### src/rtl/serial_deser.sv
// Serial-to-parallel deserializer: assembles din_valid-qualified bits into WIDTH-bit words behind a valid/ready output with one pending slot.
// Latency 1 clk from last frame bit to word_valid; bits arriving while a word is pending are dropped and flag overrun.
// Optional even-parity trailer bit per frame when SERIAL_DESER_PARITY_EN is defined.
module serial_deser #(
    parameter int WIDTH     = 8,
    parameter bit MSB_FIRST = 1'b1
) (
    input  logic             clk,
    input  logic             rst,
    input  logic             din,
    input  logic             din_valid,
    output logic [WIDTH-1:0] word_out,
    output logic             word_valid,
    input  logic             word_ready,
    output logic             overrun,
    input  logic             ovr_clr,
    output logic             parity_err
);

`ifdef SERIAL_DESER_PARITY_EN
    localparam int FRAME = WIDTH + 1;
`else
    localparam int FRAME = WIDTH;
`endif
    localparam int CW = $clog2(FRAME + 1);
    localparam logic [CW-1:0] LAST = CW'(FRAME - 1);

    typedef enum logic {COLLECT, PEND} state_t;

    state_t           state, state_nxt;
    logic [WIDTH-1:0] sr, sr_nxt, sr_sh, done_word, word_nxt;
    logic [CW-1:0]    cnt, cnt_nxt;
    logic             valid_nxt, ovr_nxt, xfer, slot_free;

    assign xfer      = word_valid & word_ready;
    assign slot_free = ~word_valid | word_ready;

    always_comb begin
        if (MSB_FIRST) sr_sh = {sr[WIDTH-2:0], din};
        else           sr_sh = {din, sr[WIDTH-1:1]};
    end

`ifdef SERIAL_DESER_PARITY_EN
    // par accumulates data bits; once the frame completes it holds the parity result for the pending word
    logic par, par_nxt, perr_q, perr_nxt, done_par;
    assign done_word  = sr;
    assign done_par   = par ^ din;
    assign parity_err = perr_q;
`else
    assign done_word  = sr_sh;
    assign parity_err = 1'b0;
`endif

    always_comb begin
        state_nxt = state;
        sr_nxt    = sr;
        cnt_nxt   = cnt;
        word_nxt  = word_out;
        valid_nxt = word_valid & ~word_ready;
        ovr_nxt   = overrun & ~ovr_clr;
`ifdef SERIAL_DESER_PARITY_EN
        par_nxt   = par;
        perr_nxt  = perr_q;
`endif
        case (state)
            COLLECT: begin
                if (din_valid) begin
                    if (cnt == LAST) begin
                        cnt_nxt = '0;
                        if (slot_free) begin
                            word_nxt  = done_word;
                            valid_nxt = 1'b1;
`ifdef SERIAL_DESER_PARITY_EN
                            perr_nxt  = done_par;
                            par_nxt   = 1'b0;
`endif
                        end else begin
                            sr_nxt    = done_word;
                            state_nxt = PEND;
`ifdef SERIAL_DESER_PARITY_EN
                            par_nxt   = done_par;
`endif
                        end
                    end else begin
                        cnt_nxt = cnt + CW'(1);
                        sr_nxt  = sr_sh;
`ifdef SERIAL_DESER_PARITY_EN
                        par_nxt = par ^ din;
`endif
                    end
                end
            end
            PEND: begin
                // a bit on the releasing edge is still lost: sr is not free until after this edge
                if (din_valid) ovr_nxt = 1'b1;
                if (xfer) begin
                    word_nxt  = sr;
                    valid_nxt = 1'b1;
                    state_nxt = COLLECT;
`ifdef SERIAL_DESER_PARITY_EN
                    perr_nxt  = par;
                    par_nxt   = 1'b0;
`endif
                end
            end
            default: state_nxt = COLLECT;
        endcase
    end

    always_ff @(posedge clk or posedge rst) begin
        if (rst) state <= COLLECT;
        else     state <= state_nxt;
    end

    always_ff @(posedge clk or posedge rst) begin
        if (rst) begin
            sr         <= '0;
            cnt        <= '0;
            word_out   <= '0;
            word_valid <= 1'b0;
            overrun    <= 1'b0;
        end else begin
            sr         <= sr_nxt;
            cnt        <= cnt_nxt;
            word_out   <= word_nxt;
            word_valid <= valid_nxt;
            overrun    <= ovr_nxt;
        end
    end

`ifdef SERIAL_DESER_PARITY_EN
    always_ff @(posedge clk or posedge rst) begin
        if (rst) begin
            par    <= 1'b0;
            perr_q <= 1'b0;
        end else begin
            par    <= par_nxt;
            perr_q <= perr_nxt;
        end
    end
`endif

endmodule

### config.mk
export PLATFORM = sky130hd
export DESIGN_NAME = serial_deser
export DESIGN_NICKNAME = d
export VERILOG_FILES = /design/src/rtl/serial_deser.sv
export SDC_FILE = /design/constraint.sdc
export NUM_CORES = 1
export LEC_CHECK = 0
export CAP_MARGIN = 10
export CORE_ASPECT_RATIO = 0.8
export CORE_MARGIN = 3
export CORE_UTILIZATION = 47
export CTS_CLUSTER_SIZE = 20
export DETAILED_ROUTE_END_ITERATION = 8
export HOLD_SLACK_MARGIN = 0.02
export PLACE_DENSITY_LB_ADDON = 0.1
export SYNTH_ARGS = -nofsm -noshare
export SYNTH_HDL_FRONTEND = slang
export SYNTH_SLANG_ARGS = --single-unit
### constraint.sdc
create_clock -name clk -period 1.5 [get_ports clk]
set_input_delay 0.15 -clock clk [delete_from_list [all_inputs] [get_ports clk]]
set_output_delay 0.15 -clock clk [all_outputs]
set_load 0.05 [all_outputs]
==> results of run 1 <==
-- path summary, 6_finish.rpt --
path	from	to	slack (ns)	cells after the start
hold / removal	rst	cnt[0]$_DFFE_PP0P_	0.14	3
setup / recovery	cnt[0]$_DFFE_PP0P_	sr[0]$_DFFE_PP0P_	0.007	4
max in group asynchronous	rst	word_valid$_DFF_PP0_	1.11	3
setup reg to reg	cnt[0]$_DFFE_PP0P_	sr[0]$_DFFE_PP0P_	0.007	4
hold reg to reg	cnt[2]$_DFFE_PP0P_	cnt[2]$_DFFE_PP0P_	0.52	1
min in group clk	ovr_clr	overrun$_DFF_PP0_	0.37	2
-- routing by layer --
layer,part of all wire (%),track usage (%),vias up
li1,-,-,404
met1,48,26.1,403
met5,0,0,-
met4,0.40,2.12,0
met3,6.0,5.40,2
met2,45,22.6,27
-- repair_timing --
action | CTS | global route
buffers inserted | 0 | 3
pin swaps | 0 | 2
gates resized for setup | 4 | 2
setup endpoints to repair | 10 | 16
-- cells by family (layout without fill, tap and decap cells) --
logic type	after synthesis	after routing
multiplexers	18	18
AO/OA/AOI/OAI	31	31
AND/OR/NAND/NOR	10	10
adder cells (fa/ha/maj)	1	1
buffers and inverters	12	34
flip-flops	23	23
other	1	1
XOR/XNOR	1	1
-- flip-flops by register name, summed over array words and instances, names as in the netlist --
name        flops
word_out        8
word_valid      1
state           1
overrun         1
cnt             4
sr              8
-- worst register-to-register path: stages, from the launching register on --
cell	delay, ns
dfrtp_1	0.41
ha_2	0.19
and3b_2	0.21
a21bo_4	0.27
mux2_4	0.31
-- stage by stage --
stage | power (mW) | utilization (%) | hold slack [ns] | instances
final | 3.50 | 63.4 | 0.140 | 144
after global routing | 3.73 | 63.4 | 0.172 | 144
after CTS | 3.46 | 62.2 | 0.154 | 141
after detailed placement | 3.15 | 60.3 | 0.496 | 137
after floorplan | 2.62 | - | 0.152 | 97
after global placement | 3.08 | 60.3 | 0.487 | 137
-- Yosys cell counts (all sizes together) --
master,instances,area [um2]
a31oi,17,106
nand2,2,7.51
nand2b,4,25.0
mux2,10,143
a21bo,1,10.0
a22o,2,17.5
xnor2,1,8.76
inv,2,7.51
clkbuf,4,15.0
mux2i,8,80.1
o21ai,2,10.0
a31o,8,70.1
dfrtp,23,576
and3b,1,8.76
nand4,1,6.26
and2b,1,8.76
buf,6,38.8
nor2,1,3.75
a21oi,1,5.00
ha,1,12.5
conb,1,3.75
-- power by group through the flow --
| stage | combinational, mW | clock (mW) | sequential (mW) |
|---|---|---|---|
| 2_1_floorplan | 1.02 | 0 | 1.60 |
| 3_3_place_gp | 1.93 | 0 | 1.16 |
| 3_5_place_dp | 1.96 | 0 | 1.18 |
| 4_1_cts | 1.99 | 0.295 | 1.17 |
| 5_1_grt | 2.20 | 0.323 | 1.21 |
| 6_report | 2.04 | 0.296 | 1.16 |
-- final cells by class --
cell class              instances  area share, %
flip-flops and latches         23           40.4
multi-input cells              62           38.2
repair buffers                 28           16.7
well taps                      25           2.19
clock buffers                   3           1.58
inverters                       2          0.526
clock inverters                 1          0.351
==> qor.csv, run 1 <==
stage,metric,value,unit
layout,finished layout cell area,1430,um2
timing,PnR worst setup slack,0.00680,ns
timing,Fin Setup TNS,0,ns
pwr,Gate power share,58.3,%
floorplan,Horiz. Die Dim,61.6,um
clocking,"Reg clk slew, reported paths",0.13,ns
timing,fin. max-slew vios,0,
worst_setup_path,crit path DAT,1.72,ns
synth,Mapped Cells,97,
pwr,internal power,1.99,mW
worst_setup_path,critical path class,reg2reg,
detailed_routing,DRT Pass-1 Iters,4,
synth,Mapped Nets,104,
synth,mux contribution to synthesized area,19.1,%
clocking,clock root cell,clkbuf_4,
global_route,total gr overflow,0,
pwr,Clk pwr share,8.5,%
synth,synth unique cells,24,
synth,"flops & latches, synth",23,
floorplan,Core Footprint,2250,um2
place,Buffers on Ports,15,
detailed_routing,ANT nets after route,0,
worst_hold_path,worst hold path type,in2async,
layout,register area,577,um2
pwr,PwrDens,2450,nW/um2
clocking,worst-case clock buffer depth,2,
worst_setup_path,CP Capture Type,register,
timing,FMAX,670,MHz
clocking,CTS buffer count,3,
synth,xor/xnor share of the synthesized area,0.753,%
global_route,first-pass GRT wire length,3790,um
floorplan,FP Rows,15,
timing,Final period util,99.5,%
clocking,Post-CTS Hold Buffers,0,
synth,Synth Area in Simple Gates,5.16,%
floorplan,die area,3110,um2
layout,"commonest non-fill, non-tap cell in the layout",dfrtp_1,
layout,Nets,127,
global_route,vias in the first global route,779,
layout,synthesis-to-finish area growth,22.7,%
place,gpl congestion,0.754,
detailed_routing,DRC,0,
worst_setup_path,Worst Setup Start Kind,register,
timing,Worst Skew,0.00705,ns
layout,Layout fillers,190,
synth,adder-cell share of the synthesized area,1.08,%
timing,Fin. Hold Viols,0,
layout,share of layout cells above drive strength 1,42.9,%
layout,area of the multi-input gates,546,um2
place,minimum setup slack after placement,-0.219,ns
floorplan,Die H,50.5,um
worst_setup_path,"Buf+Inv Stages, Crit Path",0,
place,placed cell area,1360,um2
worst_setup_path,Top delay family on crit path,flip-flops,
pwr,Worst VDD drop,0.000974,V
job,Max Cap Violations,0,
global_route,All-Layer GR Usage,16.6,%
floorplan,I/O Pins,17,
worst_setup_path,Crit Path Max Fanout,8,
pwr,Sw Share,43.2,%
floorplan,Starting Density,51.7,%
worst_setup_path,Crit path required time,1.72,ns
worst_setup_path,CP peak stage delay,0.41,ns
synth,Synth Warn #,0,
clocking,CTS tree,yes,
clocking,H-tree Lvls,1,
synth,post-synthesis compound-gate area fraction,18.8,%
clocking,Sinks on Clock Net,23,
global_route,largest net degree at the start of global routing,24,
layout,ant diodes,0,
synth,"Seq/Total Area, Yosys",49.5,%
place,Post-DP HPWL,1540,um
timing,Final setup viols,0,
timing,Final min period,1.49,ns
synth,synthesized area per cell,12.0,um2
detailed_routing,Vias,836,
detailed_routing,Initial DRC Count,25,
pwr,Leak Pwr,0.636,nW
clocking,Worst-Skew Late Latency,0.32,ns
detailed_routing,mean number of vias per cell,5.81,
pwr,Reg power frac,33.2,%
worst_setup_path,"slowest stage cell, crit path",dfrtp_1,
worst_setup_path,CP cell instances,ha_2 -> and3b_2 -> a21bo_4 -> mux2_4,
timing,RSZ-0062 raised after global routing,true,
synth,main combinational cell family by area after synthesis,multiplexers,
pwr,Psw,1.51,mW
run_status,outcome,"complete, no violations",
detailed_routing,wire length per cell,15.8,um
synth,Syn Std Cell Area,1160,um2
global_route,initial antenna violation count,0,
detailed_routing,final wirelength,2280,um
layout,most frequent cells in the layout,"dfrtp_1 (22), buf_4 (21), a31oi_1 (17)",
(Power assumes the default switching activity.)
==> inputs of run 2 (changes only) <==
CORE_MARGIN = 2   (was 3)
GPL_TIMING_DRIVEN = 0   (was default)
==> run 2 against run 1 <==
Against the previous run:
- the run now ends with negative setup slack left
- cell count up 2.8%
- routed wire length decreased by 2.9%
- global-route usage shrank 0.22 points
- clock power decreased by 1%
==> qor.csv, run 2 (same netlist as run 1, synthesis figures left out) <==
stage,metric,value,unit
run_status,outcome,"finished, violations left",
run_status,failing checks,negative setup slack,
global_route,largest net degree at the start of global routing,24,
worst_setup_path,worst reg2reg path startpoint,cnt[1]$_DFFE_PP0P_,
global_route,first-pass GRT wire length,3550,um
timing,Final period util,103,%
floorplan,Core Footprint,2400,um2
pwr,Worst VDD drop,0.000982,V
floorplan,I/O Pins,17,
timing,Final min period,1.55,ns
clocking,clock root cell,clkbuf_4,
worst_setup_path,CP Capture Type,register,
worst_setup_path,"Buf+Inv Stages, Crit Path",1,
global_route,All-Layer GR Usage,16.4,%
timing,RSZ-0062 raised after global routing,true,
detailed_routing,mean number of vias per cell,5.61,
place,cell count after placement,139,
floorplan,Die H,48.5,um
worst_setup_path,CP peak stage delay,0.41,ns
detailed_routing,ANT nets after route,0,
worst_setup_path,crit path DAT,1.75,ns
global_route,total gr overflow,0,
timing,PnR worst setup slack,-0.0461,ns
job,Max Cap Violations,0,
clocking,worst-case clock buffer depth,2,
floorplan,Horiz. Die Dim,59.6,um
worst_setup_path,Crit Path Max Fanout,8,
timing,Worst Skew,0.0101,ns
detailed_routing,final wirelength,2210,um
detailed_routing,Initial DRC Count,37,
place,Buffers on Ports,15,
worst_hold_path,worst hold path type,in2async,
timing,fin. max-slew vios,0,
place,gpl congestion,0.741,
detailed_routing,Vias,831,
place,Post-DP HPWL,1440,um
floorplan,Starting Density,48.4,%
worst_setup_path,R2R Setup Slk,-0.05,ns
floorplan,FP Rows,16,
worst_setup_path,Reg2Reg Depth,5,
worst_setup_path,Top delay family on crit path,flip-flops,
layout,Nets,129,
layout,synthesis-to-finish area growth,21.9,%
clocking,CTS tree,yes,
layout,share of layout cells above drive strength 1,30.6,%
clocking,H-tree Lvls,1,
worst_setup_path,critical path class,reg2reg,
detailed_routing,DRC,0,
worst_setup_path,CP cell instances,ha_2 -> and3b_2 -> a21bo_1 -> buf_6 -> mux2_4,
pwr,Leak Pwr,0.632,nW
worst_setup_path,Crit path required time,1.71,ns
timing,Fin. Hold Viols,0,
timing,Final setup viols,8,
detailed_routing,wire length per cell,14.9,um
clocking,Worst-Skew Late Latency,0.32,ns
clocking,CTS buffer count,3,
global_route,initial antenna violation count,0,
layout,ant diodes,0,
floorplan,die area,2890,um2
place,placed cell area,1350,um2
timing,FMAX,647,MHz
worst_setup_path,"slowest stage cell, crit path",dfrtp_1,
global_route,vias in the first global route,722,
layout,biggest regs,"sr (8), word_out (8), cnt (4)",
detailed_routing,DRT Pass-1 Iters,4,
clocking,Sinks on Clock Net,23,
layout,register area,577,um2
layout,finished layout cell area,1420,um2
layout,Layout fillers,203,
layout,area of the multi-input gates,539,um2
clocking,"Reg clk slew, reported paths",0.13,ns
worst_setup_path,reg2reg end,sr[2]$_DFFE_PP0P_,
timing,Worst Tran Pin Value,0.865,ns
layout,non-filler instance count after layout,148,
layout,"commonest non-fill, non-tap cell in the layout",dfrtp_1,
timing,Relative slew margins,42.3,%
pwr,PwrDens,2380,nW/um2
worst_setup_path,Worst Setup Start Kind,register,
layout,most frequent cells in the layout,"dfrtp_1 (22), a31oi_1 (17), dlygate4sd2_1 (10)",
run 2: cell types whose count changed in the layout (fill, tap and decap cells not counted):
cell           delta
a21bo_1           +1
a21bo_4           -1
buf_12            -1
buf_2             +3
buf_4            -15
buf_6             +1
clkbuf_1          +5
clkinv_2          -1
dlygate4sd2_1    +10
run 2: area by class of cell:
type	instances	share of cell area, %
flip-flops and latches	23	40.7
repair buffers	20	12.3
clock buffers	4	1.85
well taps	27	2.38
multi-input cells	62	38.0
plain buffers	10	4.23
inverters	2	0.529
run 2: routing by layer:
| layer | global-route usage (%) | up-vias | wire, um |
|---|---|---|---|
| met3 | 4.81 | 2 | 130 |
| met4 | 3.33 | 0 | 15 |
| met1 | 25.6 | 398 | 1080 |
| li1 | - | 408 | - |
| met2 | 22.5 | 23 | 982 |
| met5 | 0 | - | 0 |
run 2: report_power, final:
group          internal, mW  total [mW]  switching [mW]
Clock                 0.104       0.292           0.188
Combinational         0.873        1.93            1.06
Sequential            0.932        1.15           0.223
Total                  1.91        3.38            1.47
run 2: stage by stage:
| step | setup TNS [ns] | power, mW | utilization (%) | hold slack [ns] | worst slack, ns |
|---|---|---|---|---|---|
| floorplan | 0 | 2.62 | - | 0.152 | 0.00430 |
| global placement | -1.82 | 3.07 | 56.3 | 0.480 | -0.163 |
| detailed placement | -1.94 | 3.10 | 56.3 | 0.495 | -0.169 |
| CTS | -0.154 | 3.36 | 58.1 | 0.335 | -0.0291 |
| global route | -0.689 | 3.60 | 59.1 | 0.385 | -0.0783 |
| finish | -0.287 | 3.38 | 59.1 | 0.294 | -0.0461 |
run 2: timing repair:
| action | 4_1_cts | 5_1_grt |
|---|---|---|
| pin swaps | 1 | 3 |
| endpoints found under the setup margin | 18 | 17 |
| resized for setup | 11 | 5 |
| buffers inserted | 4 | 1 |
| hold buffers | 0 | 0 |
run 2: worst max-delay path by stage:
stage                         start           endpoint  slack, ns  cells after the start
3_3_place_gp              din_valid  sr[3]$_DFFE_PP0P_      -0.16                      5
2_1_floorplan  word_valid$_DFF_PP0_  sr[0]$_DFFE_PP0P_      0.004                      5
6_report         cnt[1]$_DFFE_PP0P_  sr[2]$_DFFE_PP0P_      -0.05                      5
3_5_place_dp              din_valid  sr[2]$_DFFE_PP0P_      -0.17                      5
4_1_cts          cnt[1]$_DFFE_PP0P_  sr[2]$_DFFE_PP0P_      -0.03                      5
5_1_grt          cnt[1]$_DFFE_PP0P_  sr[3]$_DFFE_PP0P_      -0.08                      5
==> inputs of run 3 (changes only) <==
PLACE_DENSITY = 0.69   (was default)
PLACE_DENSITY_LB_ADDON = default   (was 0.1)
==> run 3 against run 2 <==
Against the previous run:
- the flow still finishes with violations (negative setup slack)
- clock-buffer cell count unchanged
- routed wire length up 6.3%
- utilization grew 0.052 points
- largest power group unchanged
- highest routed layer unchanged
==> qor.csv, run 3 (same netlist as run 1, synthesis figures left out) <==
stage,metric,value,unit
pwr,Leak Pwr,0.626,nW
layout,ant diodes,0,
job,Max Cap Violations,0,
global_route,total gr overflow,0,
worst_setup_path,crit path launch,cnt[0]$_DFFE_PP0P_,
clocking,H-tree Lvls,1,
worst_setup_path,R2R Setup Slk,-0.07,ns
worst_setup_path,Crit Path Max Fanout,8,
worst_setup_path,CP Capture Type,register,
worst_setup_path,CP peak stage delay,0.43,ns
clocking,Worst-Skew Late Latency,0.32,ns
detailed_routing,mean number of vias per cell,5.77,
layout,non-filler instance count after layout,146,
global_route,vias in the first global route,787,
detailed_routing,ANT nets after route,0,
detailed_routing,Initial DRC Count,24,
clocking,worst-case clock buffer depth,2,
global_route,largest net degree at the start of global routing,24,
detailed_routing,final wirelength,2350,um
place,cell count after placement,139,
layout,Nets,127,
detailed_routing,Vias,842,
floorplan,I/O Pins,17,
pwr,Pwr Total,3.41,mW
timing,Relative slew margins,41.1,%
place,gpl congestion,0.750,
floorplan,die area,2890,um2
floorplan,Die H,48.5,um
worst_hold_path,worst hold path type,in2async,
global_route,first-pass GRT wire length,3710,um
floorplan,FP Rows,16,
layout,final core utilization,59.1,%
global_route,initial antenna violation count,0,
place,Buffers on Ports,15,
detailed_routing,DRC,0,
run_status,outcome,"finished, violations left",
layout,synthesis-to-finish area growth,22.0,%
worst_setup_path,CP cell instances,ha_2 -> and3b_2 -> a21bo_1 -> buf_6 -> mux2_4,
detailed_routing,wire length per cell,16.1,um
timing,Final min period,1.57,ns
clocking,CTS buffer count,3,
timing,Final period util,105,%
timing,RSZ-0062 raised after global routing,true,
timing,FMAX,636,MHz
timing,Fin. Hold Viols,0,
worst_setup_path,critical path class,reg2reg,
layout,biggest regs,"sr (8), word_out (8), cnt (4)",
timing,Worst Skew,0.0194,ns
worst_setup_path,Worst Setup Start Kind,register,
pwr,PwrDens,2400,nW/um2
timing,Final setup viols,8,
timing,fin. max-slew vios,0,
clocking,Post-CTS Hold Buffers,0,
clocking,"Reg clk slew, reported paths",0.14,ns
timing,hold_ws,0.294,ns
worst_setup_path,"slowest stage cell, crit path",dfrtp_1,
floorplan,Core Footprint,2400,um2
worst_setup_path,Crit path required time,1.70,ns
run_status,failing checks,negative setup slack,
layout,share of layout cells above drive strength 1,31.1,%
layout,"commonest non-fill, non-tap cell in the layout",dfrtp_1,
clocking,Sinks on Clock Net,23,
timing,PnR worst setup slack,-0.0713,ns
worst_setup_path,worst reg2reg path startpoint,cnt[0]$_DFFE_PP0P_,
layout,most frequent cells in the layout,"dfrtp_1 (22), a31oi_1 (16), dlygate4sd2_1 (10)",
floorplan,Starting Density,48.4,%
global_route,All-Layer GR Usage,17.2,%
timing,Worst Tran Pin Value,0.883,ns
detailed_routing,DRT Pass-1 Iters,4,
clocking,CTS tree,yes,
clocking,clock root cell,clkbuf_4,
floorplan,Horiz. Die Dim,59.6,um
pwr,Worst VDD drop,0.000887,V
worst_setup_path,crit path DAT,1.77,ns
place,minimum setup slack after placement,-0.191,ns
run 3: worst paths after layout:
| kind | to | cells past startpoint |
|---|---|---|
| setup / recovery | sr[3]$_DFFE_PP0P_ | 5 |
| hold / removal | cnt[2]$_DFFE_PP0P_ | 2 |
| setup reg to reg | sr[3]$_DFFE_PP0P_ | 5 |
| hold reg to reg | cnt[2]$_DFFE_PP0P_ | 1 |
| max in group asynchronous | word_valid$_DFF_PP0_ | 2 |
| min in group clk | overrun$_DFF_PP0_ | 2 |
run 3: cell type report:
type	count	area [um2]
buffer	10	61.3
clock buffer	4	26.3
fill	218	982
inverter	2	7.51
multi-input combinational	62	554
sequential	23	577
tap	27	33.8
timing repair buffer	18	160
run 3: layer usage:
metal,routed length [um],global-route usage [%],up-vias
met5,0,0,-
met4,14,4.07,0
met3,99,6.15,2
met2,1100,24.2,22
met1,1140,25.5,407
li1,-,-,411
run 3: report_power, final:
group / leakage [nW] / total (mW) / switching (mW) / internal (mW)
combinational: 0.338 / 1.95 / 1.09 / 0.862
sequential: 0.273 / 1.17 / 0.236 / 0.933
clock: 0.0150 / 0.291 / 0.187 / 0.104
run 3: repair_timing:
item / 4_1_cts / 5_1_grt
setup endpoints to repair: 18 / 16
gates resized for setup: 12 / 7
buffers inserted: 3 / 0
gates cloned: 0 / 0
pin swaps: 1 / 1
run 3: worst max-delay path, delay by kind of cell, from the launching register on:
family | cells | cell delay, ns
AOI/OAI and AO/OA | 1 | 0.18
adders and majority gates | 1 | 0.19
buffers and inverters | 1 | 0.15
DFF | 1 | 0.43
muxes | 1 | 0.30
and+or+nand+nor | 1 | 0.20
run 3: per-stage QoR:
step | TNS (ns) | area [um2]
after detailed placement | -2.26 | 1350
after floorplan | 0 | 1170
final | -0.499 | 1420
after CTS | -0.380 | 1390
after global routing | -0.749 | 1420
after global placement | -1.75 | 1350
